### src/rtl/ddr_wr_packer_if.sv
// Handshake/bus bundle between the user write stream and the DDR write packer.
// Master drives user words and observes the packed FIFO write; slave is the packer.
interface ddr_wr_packer_if #(
  parameter int IN_WIDTH = 16,
  parameter int LANES    = 8
);
  localparam int OUT_WIDTH = IN_WIDTH * LANES;

  logic                 in_valid;
  logic [IN_WIDTH-1:0]  in_data;
  logic                 in_last;
  logic                 in_ready;
  logic                 out_en;
  logic [OUT_WIDTH-1:0] out_data;
  logic [LANES-1:0]     out_mask;

  modport master (
    output in_valid, in_data, in_last,
    input  in_ready, out_en, out_data, out_mask
  );

  modport slave (
    input  in_valid, in_data, in_last,
    output in_ready, out_en, out_data, out_mask
  );
endinterface

### src/rtl/ddr_wr_packer.sv
// Packs LANES user words into one wide DDR write-FIFO word, lane 0 in the low bits,
// matching the read-side unpacker so data reads back in the order it was written.
module ddr_wr_packer_lane #(
  parameter int W = 16
) (
  input  logic         clk,
  input  logic         rst_n,
  input  logic         wr,
  input  logic         clr,
  input  logic [W-1:0] din,
  output logic [W-1:0] merged,
  output logic         vld
);
  logic [W-1:0] data_q, data_d;
  logic         vld_q, vld_d;

  // merged is the lane as it will look after this edge, so an emit can include
  // the word being accepted on the same edge.
  always_comb begin
    merged = wr ? din : (vld_q ? data_q : '0);
    vld    = wr | vld_q;
    data_d = clr ? '0 : merged;
    vld_d  = clr ? 1'b0 : vld;
  end

  always_ff @(posedge clk or negedge rst_n) begin
    if (!rst_n) begin
      data_q <= '0;
      vld_q  <= 1'b0;
    end else begin
      data_q <= data_d;
      vld_q  <= vld_d;
    end
  end
endmodule

module ddr_wr_packer #(
  parameter int IN_WIDTH  = 16,
  parameter int OUT_WIDTH = 128,
  parameter int LANES     = 8,
  parameter int CNT_WIDTH = 16
) (
  input  logic                 clk,
  input  logic                 rst_n,
  ddr_wr_packer_if.slave       bus,
  input  logic                 flush,
  input  logic                 fifo_afull,
  output logic [CNT_WIDTH-1:0] word_cnt,
  output logic                 busy
);
  localparam int IDX_W = $clog2(LANES);

  typedef enum logic {EMPTY, FILL} state_e;

  state_e                         state_q, state_d;
  logic [IDX_W-1:0]               lane_idx_q, lane_idx_d;
  logic                           in_ready_q, in_ready_d;
  logic                           out_en_q, out_en_d;
  logic [OUT_WIDTH-1:0]           out_data_q, out_data_d;
  logic [LANES-1:0]               out_mask_q, out_mask_d;
  logic [CNT_WIDTH-1:0]           cnt_q, cnt_d;

  logic                           accept, emit;
  logic [LANES-1:0]               lane_wr;
  logic [LANES-1:0]               lane_vld;
  logic [LANES-1:0][IN_WIDTH-1:0] lane_merged;

  assign accept = bus.in_valid & in_ready_q;
  assign busy   = (state_q == FILL);
  assign emit   = (accept & ((lane_idx_q == IDX_W'(LANES-1)) | bus.in_last))
                | (flush & (busy | accept));

  for (genvar g = 0; g < LANES; g++) begin : g_lane
    assign lane_wr[g] = accept && (lane_idx_q == IDX_W'(g));
    ddr_wr_packer_lane #(.W(IN_WIDTH)) u_lane (
      .clk    (clk),
      .rst_n  (rst_n),
      .wr     (lane_wr[g]),
      .clr    (emit),
      .din    (bus.in_data),
      .merged (lane_merged[g]),
      .vld    (lane_vld[g])
    );
  end

  always_comb begin
    state_d    = state_q;
    lane_idx_d = lane_idx_q;
    in_ready_d = ~fifo_afull;
    out_en_d   = 1'b0;
    out_data_d = out_data_q;
    out_mask_d = out_mask_q;
    cnt_d      = cnt_q;
    if (emit) begin
      state_d    = EMPTY;
      lane_idx_d = '0;
      out_en_d   = 1'b1;
      out_data_d = lane_merged;
      out_mask_d = lane_vld;
      cnt_d      = cnt_q + CNT_WIDTH'(1);
    end else if (accept) begin
      state_d    = FILL;
      lane_idx_d = lane_idx_q + IDX_W'(1);
    end
  end

  always_ff @(posedge clk or negedge rst_n) begin
    if (!rst_n) begin
      state_q    <= EMPTY;
      lane_idx_q <= '0;
      in_ready_q <= 1'b0;
      out_en_q   <= 1'b0;
      out_data_q <= '0;
      out_mask_q <= '0;
      cnt_q      <= '0;
    end else begin
      state_q    <= state_d;
      lane_idx_q <= lane_idx_d;
      in_ready_q <= in_ready_d;
      out_en_q   <= out_en_d;
      out_data_q <= out_data_d;
      out_mask_q <= out_mask_d;
      cnt_q      <= cnt_d;
    end
  end

  assign bus.in_ready = in_ready_q;
  assign bus.out_en   = out_en_q;
  assign bus.out_data = out_data_q;
  assign bus.out_mask = out_mask_q;
  assign word_cnt     = cnt_q;
endmodule

### src/flat_wrapper.sv
// flat-port wrapper written by rule: the top's interface ports become plain ports
module ddr_wr_packer_flat 
#(
  parameter int IN_WIDTH  = 16,
  parameter int OUT_WIDTH = 128,
  parameter int LANES     = 8,
  parameter int CNT_WIDTH = 16
)
  (clk, rst_n, flush, fifo_afull, word_cnt, busy, bus_in_valid, bus_in_data, bus_in_last, bus_in_ready, bus_out_en, bus_out_data, bus_out_mask);
  ddr_wr_packer_if #(.IN_WIDTH(IN_WIDTH), .LANES(LANES)) bus_i ();
  input  logic clk;
  input  logic rst_n;
  input  logic flush;
  input  logic fifo_afull;
  output logic [CNT_WIDTH-1:0] word_cnt;
  output logic busy;
  input wire logic [$bits(bus_i.in_valid)-1:0] bus_in_valid;
  input wire logic [$bits(bus_i.in_data)-1:0] bus_in_data;
  input wire logic [$bits(bus_i.in_last)-1:0] bus_in_last;
  output wire logic [$bits(bus_i.in_ready)-1:0] bus_in_ready;
  output wire logic [$bits(bus_i.out_en)-1:0] bus_out_en;
  output wire logic [$bits(bus_i.out_data)-1:0] bus_out_data;
  output wire logic [$bits(bus_i.out_mask)-1:0] bus_out_mask;
  assign bus_i.in_valid = bus_in_valid;
  assign bus_i.in_data = bus_in_data;
  assign bus_i.in_last = bus_in_last;
  assign bus_in_ready = bus_i.in_ready;
  assign bus_out_en = bus_i.out_en;
  assign bus_out_data = bus_i.out_data;
  assign bus_out_mask = bus_i.out_mask;
  ddr_wr_packer #(.IN_WIDTH(IN_WIDTH), .OUT_WIDTH(OUT_WIDTH), .LANES(LANES), .CNT_WIDTH(CNT_WIDTH)) u_core (.clk(clk), .rst_n(rst_n), .bus(bus_i), .flush(flush), .fifo_afull(fifo_afull), .word_cnt(word_cnt), .busy(busy));
endmodule
### config.mk
export PLATFORM = sky130hd
export DESIGN_NAME = ddr_wr_packer_flat
export DESIGN_NICKNAME = d
export VERILOG_FILES = /design/src/rtl/ddr_wr_packer_if.sv /design/src/rtl/ddr_wr_packer.sv /design/src/flat_wrapper.sv
export SDC_FILE = /design/constraint.sdc
export NUM_CORES = 1
export LEC_CHECK = 0
export BUFFER_PORTS_ARGS = -buffer_cell sky130_fd_sc_hd__buf_2
export CAP_MARGIN = 0
export CORE_MARGIN = 2
export CORE_UTILIZATION = 50
export DETAILED_ROUTE_END_ITERATION = 16
export GPL_ROUTABILITY_DRIVEN = 0
export MAX_ROUTING_LAYER = met4
export PLACE_DENSITY = 0.71
export SETUP_SLACK_MARGIN = 0.05
export SLEW_MARGIN = 40
export SYNTH_ARGS = -nofsm -noshare
export SYNTH_HDL_FRONTEND = slang
export SYNTH_HIERARCHICAL = 1
export SYNTH_SLANG_ARGS = --single-unit
### constraint.sdc
create_clock -name clk -period 3.4 [get_ports clk]
set_input_delay 0 -clock clk [delete_from_list [all_inputs] [get_ports clk]]
set_output_delay 0 -clock clk [all_outputs]
set_load 0.01 [all_outputs]
==> impl_metrics.env, run 1 <==
export IMPL_clock_latency_ns=0.55
export IMPL_synthesis_yosys_warnings=6
export IMPL_post_route_cells_drive_above_1_share=0.278
export IMPL_deepest_level_of_the_cts_h_tree=1
export IMPL_worst_ep_required_time_ns=3.82
export IMPL_place_area_um2=13700
export IMPL_cts_reportedPaths_clkPinSlew_ns=0.06
export IMPL_route_antenna_remaining_nets=0
export IMPL_global_route_wire_length_before_repair_um=48300
export IMPL_critPathSlowestCell="sky130_fd_sc_hd__and3_1"
export IMPL_fin_ws_ns=0.800
export IMPL_post_route_cell_area_um2=14700
export IMPL_synthDominantCellAreaShare=0.580
export IMPL_layout_worst_path_cycle_share=0.765
export IMPL_synth_cell_area_um2=12700
export IMPL_layout_area_overhead_vs_synth_pct=15.8
export IMPL_async_flop_share=1.00
export IMPL_timing_final_max_slew_violations=0
export IMPL_filler_cell_count=2043
export IMPL_root_buffer="sky130_fd_sc_hd__clkbuf_16"
export IMPL_syn_nets=924
export IMPL_cell_class_contributing_the_biggest_share_of_worst_path_delay="simple AND/OR/NAND/NOR gates"
export IMPL_status="finished clean"
export IMPL_cts_num_sinks=294
export IMPL_via_count_of_the_first_global_routing_pass=8396
export IMPL_standard_cell_rows=58
export IMPL_worst_slew_pin_transition_ns=0.772
export IMPL_post_cts_sizing_count=0
export IMPL_worst_path_most_repeated_cell="sky130_fd_sc_hd__ha_1"
export IMPL_post_syn_instances=895
export IMPL_worst_slew_margin_relative_to_its_limit=0.485
export IMPL_grt_start_max_net_pins=103
export IMPL_design_portCount=177
export IMPL_synth_seq_area_share=0.580
export IMPL_synth_top_cells_by_area="sky130_fd_sc_hd__dfrtp_1 (58%), sky130_fd_sc_hd__a32o_1 (9.5%), sky130_fd_sc_hd__mux2_1 (9.0%), sky130_fd_sc_hd__a22o_1 (8.3%), sky130_fd_sc_hd__mux2_2 (3.2%)"
export IMPL_ys_ff_latch=294
export IMPL_synth_largest_area_cell="sky130_fd_sc_hd__dfrtp_1"
export IMPL_mean_number_of_vias_per_cell=6.08
export IMPL_skew_ns=0.00826
export IMPL_ys_dominant_reg_cell="sky130_fd_sc_hd__dfrtp_1"
export IMPL_dieArea_um2=26700
export IMPL_synth_enable_flop_cells=0
export IMPL_leakage_nw=7.54
export IMPL_setup_tns_final_ns=0
export IMPL_critical_path_n_buffers_inverters=0
export IMPL_n_antenna_cell=0
export IMPL_vias=8578
export IMPL_floorplan_die_height_um=163
export IMPL_antenna_violations_before_repair=0
export IMPL_detail_route_wl_per_cell_um=22.0
export IMPL_cts_made_buffers=30
export IMPL_rsz_0062_raised_after_global_routing="false"
export IMPL_fin_nets=1090
export IMPL_grt_overflow_total=0
export IMPL_die_w_um=163
export IMPL_route_final_wire_length_um=31100
export IMPL_clock_tree_from_tritoncts="built"
export IMPL_numPortBuffers=176
export IMPL_synthDistinctLibCells=32
export IMPL_core_area_um2=25000
export IMPL_worst_path_fanout_max=21
export IMPL_finalSetupViolCount=0
export IMPL_timing_final_hold_violations=0
export IMPL_synth_cells_most_frequent="sky130_fd_sc_hd__dfrtp_1 (294), sky130_fd_sc_hd__a22o_1 (120), sky130_fd_sc_hd__a32o_1 (120)"
export IMPL_first_pass_detailed_route_iteration_total=6
export IMPL_post_place_ws_ns=0.797
export IMPL_crit_type="flop to flop"
export IMPL_critical_path_endpoint_type="flop"
export IMPL_power_density_over_cell_area_nw_per_um2=567
export IMPL_cts_setup_buffers=0
export IMPL_worstHoldPathType="primary input to flop"
export IMPL_period_minus_slack_ns=2.60
export IMPL_postSynthAreaPerCell_um2=14.2
export IMPL_post_route_drc_count=0
export IMPL_critical_path_startpoint_type="flop"
export IMPL_max_cap_violations=0
export IMPL_timing_critical_path_arrival_ns=3.02
export IMPL_floorplan_initialDensity=0.507
export IMPL_place_hpwl_um=19000
export IMPL_fmax_mhz=385
export IMPL_cp_slowest_stage_delay_ns=0.66
export IMPL_vdd_ir_drop_max_v=0.000348
export IMPL_crit_path_cell_trace="ha_1, ha_1, and3_1, and2b_1, a22o_1, mux2_1"
export IMPL_cts_root_to_sink_buffers=3
export IMPL_gr_usage_all_layers=0.238
export IMPL_cell_with_the_most_instances_after_synthesis="sky130_fd_sc_hd__dfrtp_1"
export IMPL_drt_iter0_drc=817
==> repair_timing <==
item | 4_1_cts | 5_1_grt
hold endpoints to repair | 112 | 28
endpoints found under the setup margin | 0 | 0
hold buffers | 7 | 1
==> worst reg2reg max path: cells and delay by family, from the launching register on <==
family	cells	cell delay, ns
muxes	1	0.29
AOI/OAI and AO/OA	1	0.26
DFF	1	0.42
adders and majority gates	2	0.39
and+or+nand+nor	2	1.11
==> kinds of logic (layout without fill, tap and decap cells) <==
logic type,Yosys count,count (layout),share of synthesized area
flip-flops,294,294,0.580
buffers and inverters,77,262,0.0428
adder cells (fa/ha/maj),7,7,0.00691
AO/OA/AOI/OAI,254,254,0.185
multiplexers,137,137,0.122
AND/OR/NAND/NOR,111,111,0.0535
XOR/XNOR,15,15,0.0104
==> layer usage <==
metal	part of all wire	global-route usage	vias to the layer above	wire (um)
met5	0	-	-	0
met3	0.055	0.0348	41	1720
met1	0.44	0.329	4458	13600
li1	-	-	3810	-
met4	0.018	0.0579	0	569
met2	0.49	0.376	269	15200
==> worst paths after layout <==
| kind | slack, ns | cells after the start | endpoint | from |
|---|---|---|---|---|
| setup / recovery | 0.80 | 6 | u_core/bus.out_data[120] | u_core/lane_idx_q[0] |
| hold / removal | 0.02 | 2 | u_core/g_lane[7].u_lane/data_q[1] | bus_in_data[1] |
| setup reg to reg | 0.80 | 6 | u_core/bus.out_data[120] | u_core/lane_idx_q[0] |
| hold reg to reg | 0.47 | 1 | u_core/word_cnt[15] | u_core/word_cnt[15] |
| max in group asynchronous | 1.91 | 5 | u_core/word_cnt[13] | rst_n |
| min in group asynchronous | 0.44 | 3 | u_core/bus.out_data[70] | rst_n |
==> per-stage QoR <==
step           total power [mW]  instances  utilization  hold WS, ns
6_report                   8.33       1410        0.587       0.0181
5_1_grt                    8.70       1410        0.587       0.0171
3_5_place_dp               5.30       1350        0.545        0.122
2_1_floorplan              4.82        895            -       -0.296
3_3_place_gp               5.27       1350        0.545        0.113
4_1_cts                    8.39       1408        0.585       0.0108
==> cell type report <==
| type | count | area, um^2 | area share |
|---|---|---|---|
| flip-flops and latches | 294 | 7360 | 0.501 |
| multi-input cells | 524 | 4780 | 0.326 |
| repair buffers | 198 | 1160 | 0.0789 |
| clock buffers | 43 | 881 | 0.0600 |
| well taps | 330 | 413 | 0.0281 |
| inverters | 13 | 48.8 | 0.00332 |
| clock inverters | 8 | 42.5 | 0.00290 |
==> registers in the layout, summed over array words and instances, names as in the netlist <==
register / cells
u_core/bus.in_ready: 1
u_core/busy: 1
u_core/bus.out_mask: 8
u_core/g_lane.u_lane/data_q: 128
u_core/g_lane.u_lane/vld_q: 8
u_core/lane_idx_q: 3
u_core/bus.out_en: 1
u_core/bus.out_data: 128
u_core/word_cnt: 16
==> placed cells by master, fill, tap and decap left out, drive strengths merged, types with 8 or more instances in the layout <==
cell         count
a21oi            9
a22o           120
a32o           120
and2b           24
buf            190
clkbuf          43
dfrtp          294
dlygate4sd3      8
inv             13
mux2           137
nand2           27
nand3            8
nand3b           8
nor2            13
nor2b            8
or2              8
xnor2           12
==> where the power goes <==
part / internal [mW] / total, mW / switching, mW
clock: 1.78 / 3.09 / 1.31
combinational: 0.497 / 1.31 / 0.814
sequential: 3.75 / 3.93 / 0.186
No activity file was read; power rests on OpenSTA's default activity.
==> inputs of run 2 (changes only) <==
- clock period: 3.4 -> 2.44 ns (I/O delays scaled with it)
==> run 2 against run 1 <==
Against the previous run:
- count of clock-buffer cells in the layout decreased by 2
- core utilization rose by 1.5 points
- non-clock buffer count rose by 14
- largest power group unchanged
- highest routed layer unchanged
==> impl_metrics.env, run 2 (synthesized netlist as in run 1, its figures left out) <==
export IMPL_leakage_nw=7.73
export IMPL_fin_ws_ns=0.175
export IMPL_clock_tree_from_tritoncts="built"
export IMPL_r2r_start="u_core/lane_idx_q[0]"
export IMPL_dieArea_um2=26700
export IMPL_reg2reg_to="u_core/bus.out_data[50]"
export IMPL_grt_overflow_total=0
export IMPL_setup_tns_final_ns=0
export IMPL_place_hpwl_um=19600
export IMPL_rsz_0062_raised_after_global_routing="false"
export IMPL_drt_iter0_drc=639
export IMPL_worst_ep_required_time_ns=2.86
export IMPL_floorplan_initialDensity=0.507
export IMPL_numPortBuffers=176
export IMPL_post_route_drc_count=0
export IMPL_via_count_of_the_first_global_routing_pass=8614
export IMPL_period_minus_slack_ns=2.27
export IMPL_crit_type="flop to flop"
export IMPL_fmax_mhz=441
export IMPL_post_route_cells_drive_above_1_share=0.294
export IMPL_critical_path_n_buffers_inverters=3
export IMPL_critical_path_startpoint_type="flop"
export IMPL_cp_slowest_stage_delay_ns=0.38
export IMPL_mean_number_of_vias_per_cell=6.06
export IMPL_switchingPower_mw=3.34
export IMPL_standard_cell_rows=58
export IMPL_post_place_ws_ns=0.186
export IMPL_skew_ns=0.0159
export IMPL_worst_slew_pin_transition_ns=0.633
export IMPL_cts_root_to_sink_buffers=3
export IMPL_ctsHoldBuffers=8
export IMPL_timing_critical_path_arrival_ns=2.68
export IMPL_route_final_wire_length_um=31200
export IMPL_swShare=0.265
export IMPL_die_w_um=163
export IMPL_cell_class_contributing_the_biggest_share_of_worst_path_delay="buffers and inverters"
export IMPL_holdCritStartpoint="bus_in_data[1]"
export IMPL_floorplan_die_height_um=163
export IMPL_design_portCount=177
export IMPL_status="finished clean"
export IMPL_most_common_layout_cells="sky130_fd_sc_hd__dfrtp_1 (294), sky130_fd_sc_hd__buf_2 (175), sky130_fd_sc_hd__a22o_1 (120), sky130_fd_sc_hd__a32o_1 (120), sky130_fd_sc_hd__mux2_1 (101)"
export IMPL_layout_area_overhead_vs_synth_pct=18.7
export IMPL_grt_start_max_net_pins=80
export IMPL_worst_r2r_cell_count=8
export IMPL_detail_route_wl_per_cell_um=21.8
export IMPL_power_density_over_cell_area_nw_per_um2=837
export IMPL_antenna_violations_before_repair=1
export IMPL_layout_commonest_cell="sky130_fd_sc_hd__dfrtp_1"
export IMPL_post_route_cell_area_um2=15100
export IMPL_vias=8676
export IMPL_placed_cells_incl_taps=1365
export IMPL_pwr_share_clk=0.414
export IMPL_timing_final_max_slew_violations=0
export IMPL_fin_nets=1105
export IMPL_global_route_wire_length_before_repair_um=48800
export IMPL_finalSetupViolCount=0
export IMPL_critPathSlowestCell="sky130_fd_sc_hd__dfrtp_1"
export IMPL_cts_setup_buffers=0
export IMPL_critical_path_endpoint_type="flop"
export IMPL_layoutNonFillerInstCount=1431
export IMPL_gr_usage_all_layers=0.241
export IMPL_whs_path_depth=2
export IMPL_worst_slew_margin_relative_to_its_limit=0.578
export IMPL_setup_worst_path_start="u_core/lane_idx_q[0]"
export IMPL_post_cts_sizing_count=0
export IMPL_route_antenna_remaining_nets=0
export IMPL_max_cap_violations=0
export IMPL_power_share_sequential=0.434
export IMPL_deepest_level_of_the_cts_h_tree=1
export IMPL_regToRegSetupSlack_ns=0.17
export IMPL_hold_slack_ns=0.0213
export IMPL_cts_num_sinks=294
export IMPL_layout_worst_path_cycle_share=0.928
export IMPL_first_pass_detailed_route_iteration_total=5
export IMPL_place_area_um2=13800
export IMPL_timing_final_hold_violations=0
export IMPL_worstHoldPathType="primary input to flop"
export IMPL_clock_latency_ns=0.55
export IMPL_endpoint_worst_hold="u_core/g_lane[5].u_lane/data_q[1]"
export IMPL_root_buffer="sky130_fd_sc_hd__clkbuf_16"
export IMPL_vdd_ir_drop_max_v=0.000487
export IMPL_power_internal_mw=9.27
export IMPL_worst_path_fanout_max=51
export IMPL_cts_made_buffers=31
export IMPL_core_area_um2=25000
export IMPL_crit_path_cell_trace="ha_1, ha_1, nor3_2, nor2_4, buf_16, buf_16, buf_12, mux2_1"
export IMPL_cts_reportedPaths_clkPinSlew_ns=0.06
export IMPL_power_combinational_fraction=0.151
-- run 2: cell count changes in the layout (fill, tap and decap cells not counted), sizes merged --
| cell | delta |
|---|---|
| inv | +1 |
| clkinvlp | +1 |
| clkbuf | -2 |
| clkinv | -1 |
| buf | +14 |
| bufinv | +7 |
| diode | +1 |
-- run 2: final cells by class --
class / instances / area, um^2
antenna: 1 / 2.50
fill: 2003 / 9980
clock buffer: 41 / 893
timing repair buffer: 212 / 1300
tap: 330 / 413
clock inverter: 16 / 267
inverter: 13 / 48.8
multi-input combinational: 524 / 4780
sequential: 294 / 7360
-- run 2: worst max-delay path by stage --
stage	slack (ns)	end	cells after the start
2_1_floorplan	0.19	u_core/g_lane[0].u_lane/data_q[10]	9
3_3_place_gp	-0.08	u_core/bus.out_data[33]	6
3_5_place_dp	0.19	u_core/bus.out_data[59]	8
4_1_cts	0.17	u_core/bus.out_data[25]	8
5_1_grt	0.06	u_core/bus.out_data[41]	8
6_report	0.17	u_core/bus.out_data[50]	8
-- run 2: per-stage QoR --
stage          utilization  total power, mW
2_1_floorplan            -             6.72
3_3_place_gp         0.550             7.38
3_5_place_dp         0.552             7.46
4_1_cts              0.601             12.7
5_1_grt              0.602             13.1
6_report             0.602             12.6
-- run 2: power by group through the flow --
stage / Sequential (mW) / Clock (mW) / Combinational [mW]
6_report: 5.47 / 5.22 / 1.91
5_1_grt: 5.52 / 5.51 / 2.08
4_1_cts: 5.47 / 5.33 / 1.92
3_5_place_dp: 5.56 / 0 / 1.90
3_3_place_gp: 5.55 / 0 / 1.84
2_1_floorplan: 5.61 / 0 / 1.11
-- run 2: metal layers --
metal | share of wire | global-route usage
met5 | 0 | -
met4 | 0.016 | 0.0531
met3 | 0.059 | 0.0333
met2 | 0.48 | 0.391
met1 | 0.44 | 0.327
==> inputs of run 3 (changes only) <==
- CAP_MARGIN: 0 -> unset
- CELL_PAD_IN_SITES_DETAIL_PLACEMENT: unset -> 1
- CELL_PAD_IN_SITES_GLOBAL_PLACEMENT: unset -> 1
- CORE_UTILIZATION: 50 -> 47
- PLACE_DENSITY: 0.71 -> unset
- PLACE_DENSITY_LB_ADDON: unset -> 0.1
==> run 3 against run 2 <==
Against the previous run:
- the flow now finishes with violations (hold timing)
- die area rose by 6.2%
- worst setup slack gained 0.028 ns
- wire length grew 9.6%
- final area fell by 1.4%
- global-route usage is 0.69 points higher
- count of clock-buffer cells in the layout increased by 6
- core utilization is 4.6 points lower
- via count grew 0.35%
- power down 5.5%
==> impl_metrics.env, run 3 (synthesized netlist as in run 1, its figures left out) <==
export IMPL_failing_checks="hold timing"
export IMPL_detail_route_wl_per_cell_um=23.8
export IMPL_gr_usage_all_layers=0.248
export IMPL_cts_made_buffers=31
export IMPL_fin_nets=1105
export IMPL_fmax_mhz=447
export IMPL_critical_path_startpoint_type="flop"
export IMPL_hold_slack_ns=-0.00220
export IMPL_core_area_um2=26700
export IMPL_timing_final_hold_violations=2
export IMPL_antenna_violations_before_repair=0
export IMPL_post_place_ws_ns=0.153
export IMPL_cts_setup_buffers=0
export IMPL_setup_tns_final_ns=0
export IMPL_worstHoldPathType="primary input to async pin"
export IMPL_dieArea_um2=28300
export IMPL_cts_root_to_sink_buffers=3
export IMPL_layout_area_overhead_vs_synth_pct=17.1
export IMPL_setup_worst_path_start="u_core/lane_idx_q[0]"
export IMPL_clock_latency_ns=0.55
export IMPL_floorplan_initialDensity=0.475
export IMPL_cts_num_sinks=294
export IMPL_floorplan_die_height_um=168
export IMPL_deepest_level_of_the_cts_h_tree=1
export IMPL_skew_ns=0.0124
export IMPL_worst_ep_required_time_ns=2.91
export IMPL_die_w_um=168
export IMPL_layoutNonFillerInstCount=1438
export IMPL_finalCoreUtilization=0.556
export IMPL_period_minus_slack_ns=2.24
export IMPL_worst_path_fanout_max=20
export IMPL_post_route_drc_count=0
export IMPL_critical_path_endpoint_type="flop"
export IMPL_via_count_of_the_first_global_routing_pass=8912
export IMPL_reg2reg_to="u_core/g_lane[6].u_lane/data_q[12]"
export IMPL_finalSetupViolCount=0
export IMPL_regToRegSetupSlack_ns=0.20
export IMPL_first_pass_detailed_route_iteration_total=5
export IMPL_place_area_um2=13800
export IMPL_status="finished with violations"
export IMPL_vias=8706
export IMPL_max_cap_violations=0
export IMPL_rsz_0062_raised_after_global_routing="false"
export IMPL_vdd_ir_drop_max_v=0.000687
export IMPL_placed_cells_incl_taps=1376
export IMPL_crit_end="u_core/g_lane[6].u_lane/data_q[12]"
export IMPL_global_route_wire_length_before_repair_um=53500
export IMPL_timing_final_max_slew_violations=0
export IMPL_cts_reportedPaths_clkPinSlew_ns=0.06
export IMPL_drt_iter0_drc=568
export IMPL_mean_number_of_vias_per_cell=6.05
export IMPL_numPortBuffers=176
export IMPL_layout_commonest_cell="sky130_fd_sc_hd__dfrtp_1"
export IMPL_fin_ws_ns=0.203
export IMPL_post_route_cells_drive_above_1_share=0.286
export IMPL_power_density_over_cell_area_nw_per_um2=802
export IMPL_timing_critical_path_arrival_ns=2.71
export IMPL_root_buffer="sky130_fd_sc_hd__clkbuf_16"
export IMPL_most_common_layout_cells="sky130_fd_sc_hd__dfrtp_1 (294), sky130_fd_sc_hd__buf_2 (175), sky130_fd_sc_hd__a22o_1 (120), sky130_fd_sc_hd__a32o_1 (120), sky130_fd_sc_hd__mux2_1 (101)"
export IMPL_layout_worst_path_cycle_share=0.917
export IMPL_worst_slew_margin_relative_to_its_limit=0.608
export IMPL_place_hpwl_um=21100
export IMPL_route_antenna_remaining_nets=0
export IMPL_route_final_wire_length_um=34200
export IMPL_design_portCount=177
export IMPL_post_route_cell_area_um2=14900
export IMPL_standard_cell_rows=60
export IMPL_worst_r2r_cell_count=7
export IMPL_clock_tree_from_tritoncts="built"
export IMPL_grt_start_max_net_pins=69
export IMPL_report_power_total_mw=11.9
export IMPL_r2r_start="u_core/lane_idx_q[0]"
export IMPL_crit_type="flop to flop"
export IMPL_worst_slew_pin_transition_ns=0.588
export IMPL_leakage_nw=7.63
export IMPL_grt_overflow_total=0
-- run 3: cell types whose count changed in the layout (fill, tap and decap cells not counted) --
cell / change
sky130_fd_sc_hd__inv_8: -1
sky130_fd_sc_hd__clkinvlp_4: -2
sky130_fd_sc_hd__dlygate4sd3_1: -1
sky130_fd_sc_hd__nor2_2: +1
sky130_fd_sc_hd__clkbuf_8: -1
sky130_fd_sc_hd__and2b_2: +1
sky130_fd_sc_hd__buf_4: +1
sky130_fd_sc_hd__clkinv_2: -1
sky130_fd_sc_hd__and2b_1: -1
sky130_fd_sc_hd__bufinv_16: -6
sky130_fd_sc_hd__buf_16: -1
sky130_fd_sc_hd__clkbuf_1: +7
-- run 3: cell type report --
cell class              count  area (um^2)
fillers                  2695        11900
flip-flops and latches    294         7360
multi-input cells         525         4790
repair buffers            211         1270
clock buffers              47          906
well taps                 341          427
clock inverters             6         55.1
inverters                  13         48.8
diodes                      1         2.50
-- run 3: timing repair --
item / CTS / global route
setup endpoints to repair: 0 / 45
hold endpoints to repair: 308 / 0
hold buffers: 7 / 0
gates resized for setup: 0 / 1
-- run 3: per-layer routing --
layer,up-vias,part of all wire,track usage
li1,3827,-,-
met1,4619,0.45,0.336
met2,212,0.48,0.395
met3,48,0.047,0.0360
met4,0,0.022,0.0675
met5,-,0,-
-- run 3: report_power, final --
group / internal, mW / switching [mW]
Sequential: 5.22 / 0.255
Clock: 2.63 / 1.85
Combinational: 0.748 / 1.21
-- run 3: how the worst min path moves through the flow --
stage,from,to,slack (ns),depth (start not counted)
final,rst_n,u_core/g_lane[2].u_lane/data_q[8],-0.002,2
after global routing,bus_in_data[0],u_core/g_lane[7].u_lane/data_q[0],0.01,2
after CTS,rst_n,u_core/bus.out_data[37],0.005,2
after detailed placement,rst_n,u_core/bus.out_data[37],-0.004,1
after global placement,rst_n,u_core/bus.out_data[37],-0.008,1
after floorplan,rst_n,u_core/bus.in_ready,-0.30,0
-- run 3: worst max-delay path, cell delays in order (launching register included) --
cell and delay [ns]:
sky130_fd_sc_hd__dfrtp_1 0.38, sky130_fd_sc_hd__ha_1 0.22, sky130_fd_sc_hd__ha_1 0.22, sky130_fd_sc_hd__nor3_2 0.36, sky130_fd_sc_hd__nor2_4 0.17, sky130_fd_sc_hd__buf_16 0.20, sky130_fd_sc_hd__and2b_4 0.38, sky130_fd_sc_hd__a32o_1 0.22
